### src/rtl/dsp_pipe_pkg.sv
// Shared constants and helpers for the DSP operand delay line.
// Stages carry a valid bit alongside the operand.
package dsp_pipe_pkg;

    localparam int unsigned MAX_DEPTH_LIMIT = 8;

    // Requested latency saturates at the physical chain depth.
    function automatic int unsigned clamp_lat(
        input int unsigned sel,
        input int unsigned depth
    );
        int unsigned lim;
        lim = (depth > MAX_DEPTH_LIMIT) ? MAX_DEPTH_LIMIT : depth;
        return (sel > lim) ? lim : sel;
    endfunction

endpackage

### src/rtl/dsp_pipe_cell.sv
// One stage of the operand delay line: {valid, data} register
// with async reset, sync clear and clock enable.
module dsp_pipe_cell
    import dsp_pipe_pkg::*;
#(
    parameter type stage_t = logic [18:0]
) (
    input  logic   clk,
    input  logic   rst_n,
    input  logic   sclr,
    input  logic   cen,
    input  stage_t d,
    output stage_t q
);

    always_ff @(posedge clk or negedge rst_n) begin
        if (!rst_n) begin
            q <= '0;
        end else if (sclr) begin
            q <= '0;
        end else if (cen) begin
            q <= d;
        end
    end

endmodule

### src/rtl/dsp_pipe_line.sv
// Selectable-latency operand delay line with stall, clear and
// a refill guard that hides stale words after a latency change.
module dsp_pipe_line
    import dsp_pipe_pkg::*;
#(
    parameter int WIDTH       = 18,
    parameter int MAX_DEPTH   = 4,
    parameter int DEFAULT_LAT = 1,
    localparam int LW         = $clog2(MAX_DEPTH + 1)
) (
    input  logic             clk,
    input  logic             rst_n,
    input  logic             cen,
    input  logic             sclr,
    input  logic [LW-1:0]    lat_sel,
    input  logic [WIDTH-1:0] in_data,
    input  logic             in_valid,
    output logic [WIDTH-1:0] out_data,
    output logic             out_valid,
    output logic             lat_busy
);

    typedef struct packed {
        logic             valid;
        logic [WIDTH-1:0] data;
    } stage_t;

    stage_t        stg_d [MAX_DEPTH];
    stage_t        stg_q [MAX_DEPTH];
    stage_t        head;
    stage_t        tap;
    logic [LW-1:0] lat_cl;
    logic [LW-1:0] lat_q;
    logic [LW-1:0] fill_cnt;

    assign head = '{valid: in_valid, data: in_data};

    assign lat_cl = LW'(clamp_lat(
        int'(lat_sel), int'(MAX_DEPTH)));

    for (genvar k = 0; k < MAX_DEPTH; k++) begin : g_cell
        if (k == 0) begin : g_head
            assign stg_d[k] = head;
        end else begin : g_link
            assign stg_d[k] = stg_q[k-1];
        end

        dsp_pipe_cell #(
            .stage_t (stage_t)
        ) u_cell (
            .clk   (clk),
            .rst_n (rst_n),
            .sclr  (sclr),
            .cen   (cen),
            .d     (stg_d[k]),
            .q     (stg_q[k])
        );
    end

    // Chain contents survive a latency change, so the guard
    // counts the new depth's worth of shifts before trusting it.
    always_ff @(posedge clk or negedge rst_n) begin
        if (!rst_n) begin
            lat_q    <= LW'(DEFAULT_LAT);
            fill_cnt <= '0;
        end else begin
            lat_q <= lat_cl;
            if (sclr) begin
                fill_cnt <= '0;
            end else if (lat_cl != lat_q) begin
                fill_cnt <= lat_cl;
            end else if (cen && fill_cnt != '0) begin
                fill_cnt <= fill_cnt - LW'(1);
            end
        end
    end

    always_comb begin
        tap = head;
        for (int k = 0; k < MAX_DEPTH; k++) begin
            if (lat_q == LW'(k + 1)) begin
                tap = stg_q[k];
            end
        end
    end

    assign lat_busy  = (fill_cnt != '0);
    assign out_data  = tap.data;
    assign out_valid = tap.valid & ~lat_busy;

endmodule

### config.mk
export PLATFORM = sky130hd
export DESIGN_NAME = dsp_pipe_line
export DESIGN_NICKNAME = d
export VERILOG_FILES = /design/src/rtl/dsp_pipe_pkg.sv /design/src/rtl/dsp_pipe_cell.sv /design/src/rtl/dsp_pipe_line.sv
export SDC_FILE = /design/constraint.sdc
export NUM_CORES = 1
export LEC_CHECK = 0
export BUFFER_PORTS_ARGS = -buffer_cell sky130_fd_sc_hd__buf_4
export CAP_MARGIN = 30
export CORE_ASPECT_RATIO = 0.9
export CORE_MARGIN = 2
export CORE_UTILIZATION = 60
export CTS_BUF_LIST = sky130_fd_sc_hd__clkbuf_8
export CTS_CLUSTER_DIAMETER = 150
export CTS_CLUSTER_SIZE = 24
export DETAILED_ROUTE_END_ITERATION = 10
export HOLD_SLACK_MARGIN = 0.03
export PLACE_DENSITY = 0.83
export SETUP_SLACK_MARGIN = 0.3
export SLEW_MARGIN = 20
export SYNTH_ARGS = -nofsm -noshare
export SYNTH_HDL_FRONTEND = slang
export SYNTH_SLANG_ARGS = --single-unit
### constraint.sdc
create_clock -name clk -period 1.8 [get_ports clk]
set_input_delay 0.09 -clock clk [delete_from_list [all_inputs] [get_ports clk]]
set_output_delay 0.09 -clock clk [all_outputs]
set_load 0.02 [all_outputs]
==> out/qor.txt, run 1 <==
Clk Latency, worst-skew pair: 360 ps
I/O Buffers: 45
Final Setup Violations: 22
Distinct cells, synth: 32
Post-synth EDFFs: 0
Fin util: 84.8%
Clock root cell: clkbuf_8
RR Startpoint: lat_q[0]$_DFF_PN1_
Family with the most delay on the worst path: flip-flops
CP Launch Point: lat_q[0]$_DFF_PN1_
Outcome: finished with violations
Via count of the first global-routing pass: 3296
DR WL/cell: 21.8 microns
Starting density of the core: 62.2%
Clock Path Buffers: 2
Hold/Removal Path Class: input pin to flop
Hold Vio Cnt, Final: 0
Buf/Inv on CP: 4
Skew final: 7.54 ps
Post-DP HPWL: 5.65 mm
Crit path time final: 2120 ps
Critical path class: flop to primary output
R2R depth: 7
Main synth FF type: dfrtp_1
Req. time, crit path: 1710 ps
Endpoint type of the worst setup path: primary output
Top cell by count, worst path: buf_4
IO Count: 46
Synth Register Bits: 82
Maximum net fanout on the critical path: 5
Layout area overhead: 36.4%
Nets: 479
CP max stage delay: 580 ps
Post-synthesis cell count: 377
Pre-CTS worst setup slack: -226 ps
Iter 0 DRT Violations: 245
RSZ-0062 raised after global routing: true
Placer Congestion: 0.782
Crit path to: out_data[15]
Largest net degree at the start of global routing: 80
Avg Cell Area, Syn: 10.9 sq um
# rows: 28
Worst R2R End: fill_cnt[2]$_DFFE_PN0P_
Sequential cell area fraction in the yosys report: 50.1%
Yosys warns: 0
Via density per instance: 6.28
Final WL: 11.9 mm
Core box area: 0.00659 sq mm
Commonest non-fill, non-tap cell in the layout: dfrtp_1
Maximum vdd drop: 0.000677 V
Post-Route Setup TNS: -4910 ps
Antenna-violating nets left: 0
GR Overflow Total: 0
TritonCTS Buffers: 9
Tot Pwr: 4.48 mW
Most frequent cells in the layout: dfrtp_1 (79), nor2_1 (78), mux2i_1 (76)
Synth async-reset ratio: 100%
Max transition margin: 46.6%
Failing checks: negative setup slack
Final WS setup: -317 ps
Max-cap violations: 0
Final hold slack: 26.5 ps
Share of layout cells above drive strength 1: 36.6%
Number of antenna diodes: 0
PwrDens: 802 mW/mm^2
Max-slew violation count: 0
Die Y: 82.4 microns
Die Width: 91.1 microns
H-tree levels: 3
Fmax: 0.472 GHz
Critical-path top delay cell: dfstp_2
Via Count: 3430
Leakage: 2.64 nW
Worst-Margin Slew: 800 ps
Die ar.: 0.00750 sq mm
First-pass GRT wire length: 16.4 mm
Num Clock Sinks: 82
Clk pin slew, worst setup/hold paths: 90 ps
Overall Global Routing Usage: 28.6%
CP Cell Sequence: buf_4, nor2_4, buf_4, and2_4, buf_6, a22oi_2, o21ai_2, buf_4
CTS tree: built
R2R setup slack: -260 ps
TritonRoute pass-1 iters: 5
Initial antenna violation count: 0
Syn_nets: 405
Crit path depth: 8
DRC: 0
Syn Std Cell Area: 0.00410 sq mm
Critical Path Start Type: flop
Post-route clock period utilization: 118%
CP arrival: 2030 ps
tightest hold or removal path: stages:
cell,delay [ps]
buf_4,80
mux2i_1,60
nor2_1,110
registers in the layout (all words and copies together), names as in the netlist:
signal           cells
g_cell.u_cell.q     76
fill_cnt             3
lat_q                3
where the power goes:
group | internal (mW) | total [mW] | leakage (nW) | switching, mW
combinational | 0.413 | 0.894 | 1.41 | 0.481
clock | 0.918 | 1.63 | 0.111 | 0.711
sequential | 1.90 | 1.96 | 1.12 | 0.0580
worst min path at each step:
stage,start,to,slack (ps),depth (start not counted)
after floorplan,rst_n,fill_cnt[0]$_DFFE_PN0P_,-210,0
after global placement,rst_n,g_cell[0].u_cell.q[1]$_DFFE_PN0P_,120,1
after detailed placement,rst_n,g_cell[0].u_cell.q[1]$_DFFE_PN0P_,120,1
after CTS,in_data[2],g_cell[0].u_cell.q[2]$_DFFE_PN0P_,30,3
after global routing,in_data[2],g_cell[0].u_cell.q[2]$_DFFE_PN0P_,40,3
final,in_data[2],g_cell[0].u_cell.q[2]$_DFFE_PN0P_,30,3
Yosys cell counts (all sizes together) (2+ instances only):
master	instances	area share, %
xor2	3	0.82
nor2	79	7.2
dfrtp	81	49
ha	2	0.61
a211oi	4	0.73
nor3	3	0.37
a22oi	36	6.6
buf	16	2.1
inv	4	0.37
nand2b	2	0.31
mux2	18	4.9
clkbuf	16	1.5
nor2b	3	0.46
mux2i	77	19
o21ai	18	2.2
nand2	3	0.27
cell type report:
type,count,area (sq um)
timing repair buffer,95,961
inverter,4,15.0
clock inverter,7,118
tap,90,113
fill,341,998
clock buffer,9,124
sequential,82,2060
multi-input combinational,259,2200
cells by family (layout without fill, tap and decap cells):
kind of cell             Yosys count  count (layout)  share of synthesized area [%]
AO/OA/AOI/OAI                     63              63                           10.8
XOR/XNOR                           4               4                           1.04
adder cells (fa/ha/maj)            2               2                          0.611
buffers and inverters             36             115                           3.97
flip-flops                        82              82                           50.1
multiplexers                      95              95                           23.8
AND/OR/NAND/NOR                   95              95                           9.65
routing by layer:
metal	share of wire (%)	track usage (%)	vias up
met5	0	0	-
met2	49	50.0	190
met4	4.5	11.4	0
li1	-	-	1477
met3	6.2	6.81	47
met1	40	35.0	1716
per-stage QoR:
stage / area [sq um] / std cells
5_1_grt: 5590 / 546
6_report: 5590 / 546
2_1_floorplan: 4150 / 377
3_3_place_gp: 4600 / 495
4_1_cts: 5290 / 538
3_5_place_dp: 4600 / 495
timing repair:
item,in CTS,in global routing
hold endpoints to repair,61,0
setup endpoints to repair,22,23
gates resized for setup,40,44
cloned,0,3
pin swaps,0,10
hold buffers,21,0
buffers inserted,6,5
(Power assumes the default switching activity.)
==> inputs of run 2 (changes only) <==
- CORE_UTILIZATION: 60 -> 50
- PLACE_DENSITY: 0.83 -> 0.72
==> out/qor.txt, run 2 (synthesis gave the netlist of run 1 again) <==
Outcome: finished with violations
Failing checks: negative setup slack
Antenna-violating nets left: 0 (unchanged)
WL met2: 4.88 mm (-17%)
Gate power share: 21.1% (+1.1 points)
Largest regs: g_cell.u_cell.q (76), fill_cnt (3), lat_q (3)
R2R setup slack: -130 ps (+130 ps)
Largest net degree at the start of global routing: 80 (unchanged)
First-pass GRT wire length: 16.4 mm (unchanged)
DRC: 0 (unchanged)
Leakage: 2.58 nW (-2.0%)
Die Y: 89.9 microns (+9.1%)
Iter 0 DRT Violations: 121 (-51%)
Largest Register: g_cell.u_cell.q
Fillcell total: 596 (+75%)
H-tree levels: 3 (unchanged)
CTS tree: built
Via count of the first global-routing pass: 3198 (-3.0%)
TritonRoute pass-1 iters: 4 (-1)
Final hold slack: 54.1 ps (+27.6 ps)
Hold/Removal Path Class: input pin to flop
Num Clock Sinks: 82 (unchanged)
TritonCTS Buffers: 9 (unchanged)
Met3 WL post-DR: 357 microns (-52%)
Hold Vio Cnt, Final: 0 (unchanged)
Die ar.: 0.00893 sq mm (+19%)
Number of antenna diodes: 0 (unchanged)
Hold Path Depth: 2 (-1)
Initial antenna violation count: 0 (unchanged)
Switching Fraction: 30.1% (+2.2 points)
CP max stage delay: 600 ps (+20 ps)
CP arrival: 1920 ps (-110 ps)
Maximum vdd drop: 0.000394 V (-42%)
Fmax: 0.498 GHz (+5.4%)
Top Layer Used: met4
Min-delay src: lat_sel[1]
Overall Global Routing Usage: 23.2% (-5.4 points)
CP Cell Sequence: buf_6, buf_16, mux2_4, a22oi_2, o21ai_1, buf_4
Final Setup Violations: 20 (-9.1%)
Worst-Margin Slew: 832 ps (+31.4 ps)
RR Startpoint: lat_q[0]$_DFF_PN1_
Nets: 477 (-0.42%)
Seq pwr share: 48.4% (+4.7 points)
Sw Pwr: 1.21 mW (-3.0%)
Area of placed instances: 0.00460 sq mm (about the same)
Max reg flops: 76 (unchanged)
GR Overflow Total: 0 (unchanged)
Final non-filler cell area: 0.00547 sq mm (-2.1%)
RSZ-0062 raised after global routing: true
DR WL/cell: 17.9 microns (-18%)
Pre-CTS worst setup slack: -199 ps (+26.5 ps)
Buf/Inv on CP: 3 (-1)
Clk pin slew, worst setup/hold paths: 80 ps (about the same)
I/O Buffers: 45 (unchanged)
Clock root cell: clkbuf_8
Post-route clock period utilization: 112% (-6.0 points)
Most frequent cells in the layout: dfrtp_1 (80), nor2_1 (78), mux2i_1 (77)
Clock power share: 30.6% (-5.8 points)
Post-DP HPWL: 5.64 mm (-0.26%)
Via density per instance: 5.67 (-9.7%)
WHS Endpoint: lat_q[1]$_DFF_PN0_
Max transition margin: 44.5% (-2.1 points)
Layout area overhead: 33.5%
Internal power: 2.81 mW (-13%)
Max-slew violation count: 0 (unchanged)
Commonest non-fill, non-tap cell in the layout: dfrtp_1
Family with the most delay on the worst path: flip-flops
Maximum net fanout on the critical path: 6 (+1)
Core box area: 0.00799 sq mm (+21%)
Final WL: 9.88 mm (-17%)
# rows: 31 (+11%)
Die Width: 99.4 microns (+9.1%)
Via Count: 3138 (-8.5%)
Met1 wire length: 4.56 mm (-4.2%)
Max-cap violations: 0 (unchanged)
PwrDens: 736 mW/mm^2 (-8.2%)
Share of layout cells above drive strength 1: 35.0% (-1.6 points)
Skew final: 9.60 ps (+2.06 ps)
Req. time, crit path: 1710 ps (about the same)
Worst R2R End: fill_cnt[2]$_DFFE_PN0P_
Clk Latency, worst-skew pair: 360 ps (about the same)
IO Count: 46 (unchanged)
Final WS setup: -209 ps (+108 ps)
Clock Path Buffers: 2 (unchanged)
Crit path time final: 2010 ps (-108 ps)
Starting density of the core: 51.3% (-11 points)
Placer Congestion: 0.758 (-3.0%)
Endpoint type of the worst setup path: primary output
Critical Path Start Type: flop
Critical path class: flop to primary output
R2R depth: 6 (-1)
Critical-path top delay cell: dfstp_2
==> run 2: cell types whose count changed in the layout (fill, tap and decap cells not counted), moves of 3 or more <==
cell       before  now
a22oi_1         6    9
buf_4          50   47
mux2_2          9   13
mux2_4          9    5
a22oi_2        30   27
buf_6          12   16
bufinv_16       3    0
buf_12          8    4
==> run 2: layout make-up <==
cell class	count	area (sq um)	area share (%)
multi-input combinational	259	2160	39.5
sequential	82	2050	37.6
timing repair buffer	93	936	17.1
clock buffer	9	124	2.26
tap	99	124	2.26
clock inverter	7	53.8	0.984
inverter	4	15.0	0.275
==> run 2: worst register-to-register path: stages, from the launching register on <==
cell      delay [ps]
dfstp_2          600
buf_6            150
buf_16           130
xor2_4            80
or4_4            490
a221oi_2         260
a211oi_1          70
==> run 2: power groups by stage <==
stage               clock network, mW  logic (mW)  registers (mW)
finish                           1.23       0.849            1.95
global route                     1.34       0.909            1.96
CTS                              1.26       0.810            1.94
detailed placement                  0       0.660            1.98
global placement                    0       0.652            1.97
floorplan                           0       0.416            1.96
==> run 2: timing repair <==
action / in CTS / in global routing
setup buffers: 5 / 1
gates cloned: 5 / 0
pin swaps: 10 / 6
hold buffers: 22 / 0
setup endpoints to repair: 22 / 23
resized for setup: 55 / 21
endpoints found under the hold margin: 52 / 0
==> run 2: metal layers <==
| layer | track usage [%] | vias to the layer above |
|---|---|---|
| li1 | - | 1476 |
| met1 | 32.8 | 1605 |
| met2 | 36.9 | 51 |
| met5 | 0 | - |
| met4 | 4.91 | 0 |
| met3 | 5.52 | 6 |
==> run 2: stage by stage <==
stage	total power [mW]	TNS (ps)	util, %	cells
2_1_floorplan	2.38	0	-	377
3_3_place_gp	2.63	-2320	57.5	504
3_5_place_dp	2.64	-3070	57.5	504
4_1_cts	4.01	-3220	67.1	552
5_1_grt	4.21	-4750	68.4	553
6_report	4.03	-3280	68.4	553
==> run 2: how the worst max path moves through the flow <==
| stage | slack, ps | start | cells past startpoint | endpoint |
|---|---|---|---|---|
| 2_1_floorplan | 240 | lat_q[0]$_DFF_PN1_ | 4 | fill_cnt[2]$_DFFE_PN0P_ |
| 3_3_place_gp | -170 | lat_q[0]$_DFF_PN1_ | 5 | fill_cnt[2]$_DFFE_PN0P_ |
| 3_5_place_dp | -200 | lat_q[0]$_DFF_PN1_ | 5 | fill_cnt[2]$_DFFE_PN0P_ |
| 4_1_cts | -210 | lat_q[0]$_DFF_PN1_ | 6 | out_data[6] |
| 5_1_grt | -290 | lat_q[0]$_DFF_PN1_ | 6 | out_data[0] |
| 6_report | -210 | lat_q[0]$_DFF_PN1_ | 6 | out_data[6] |
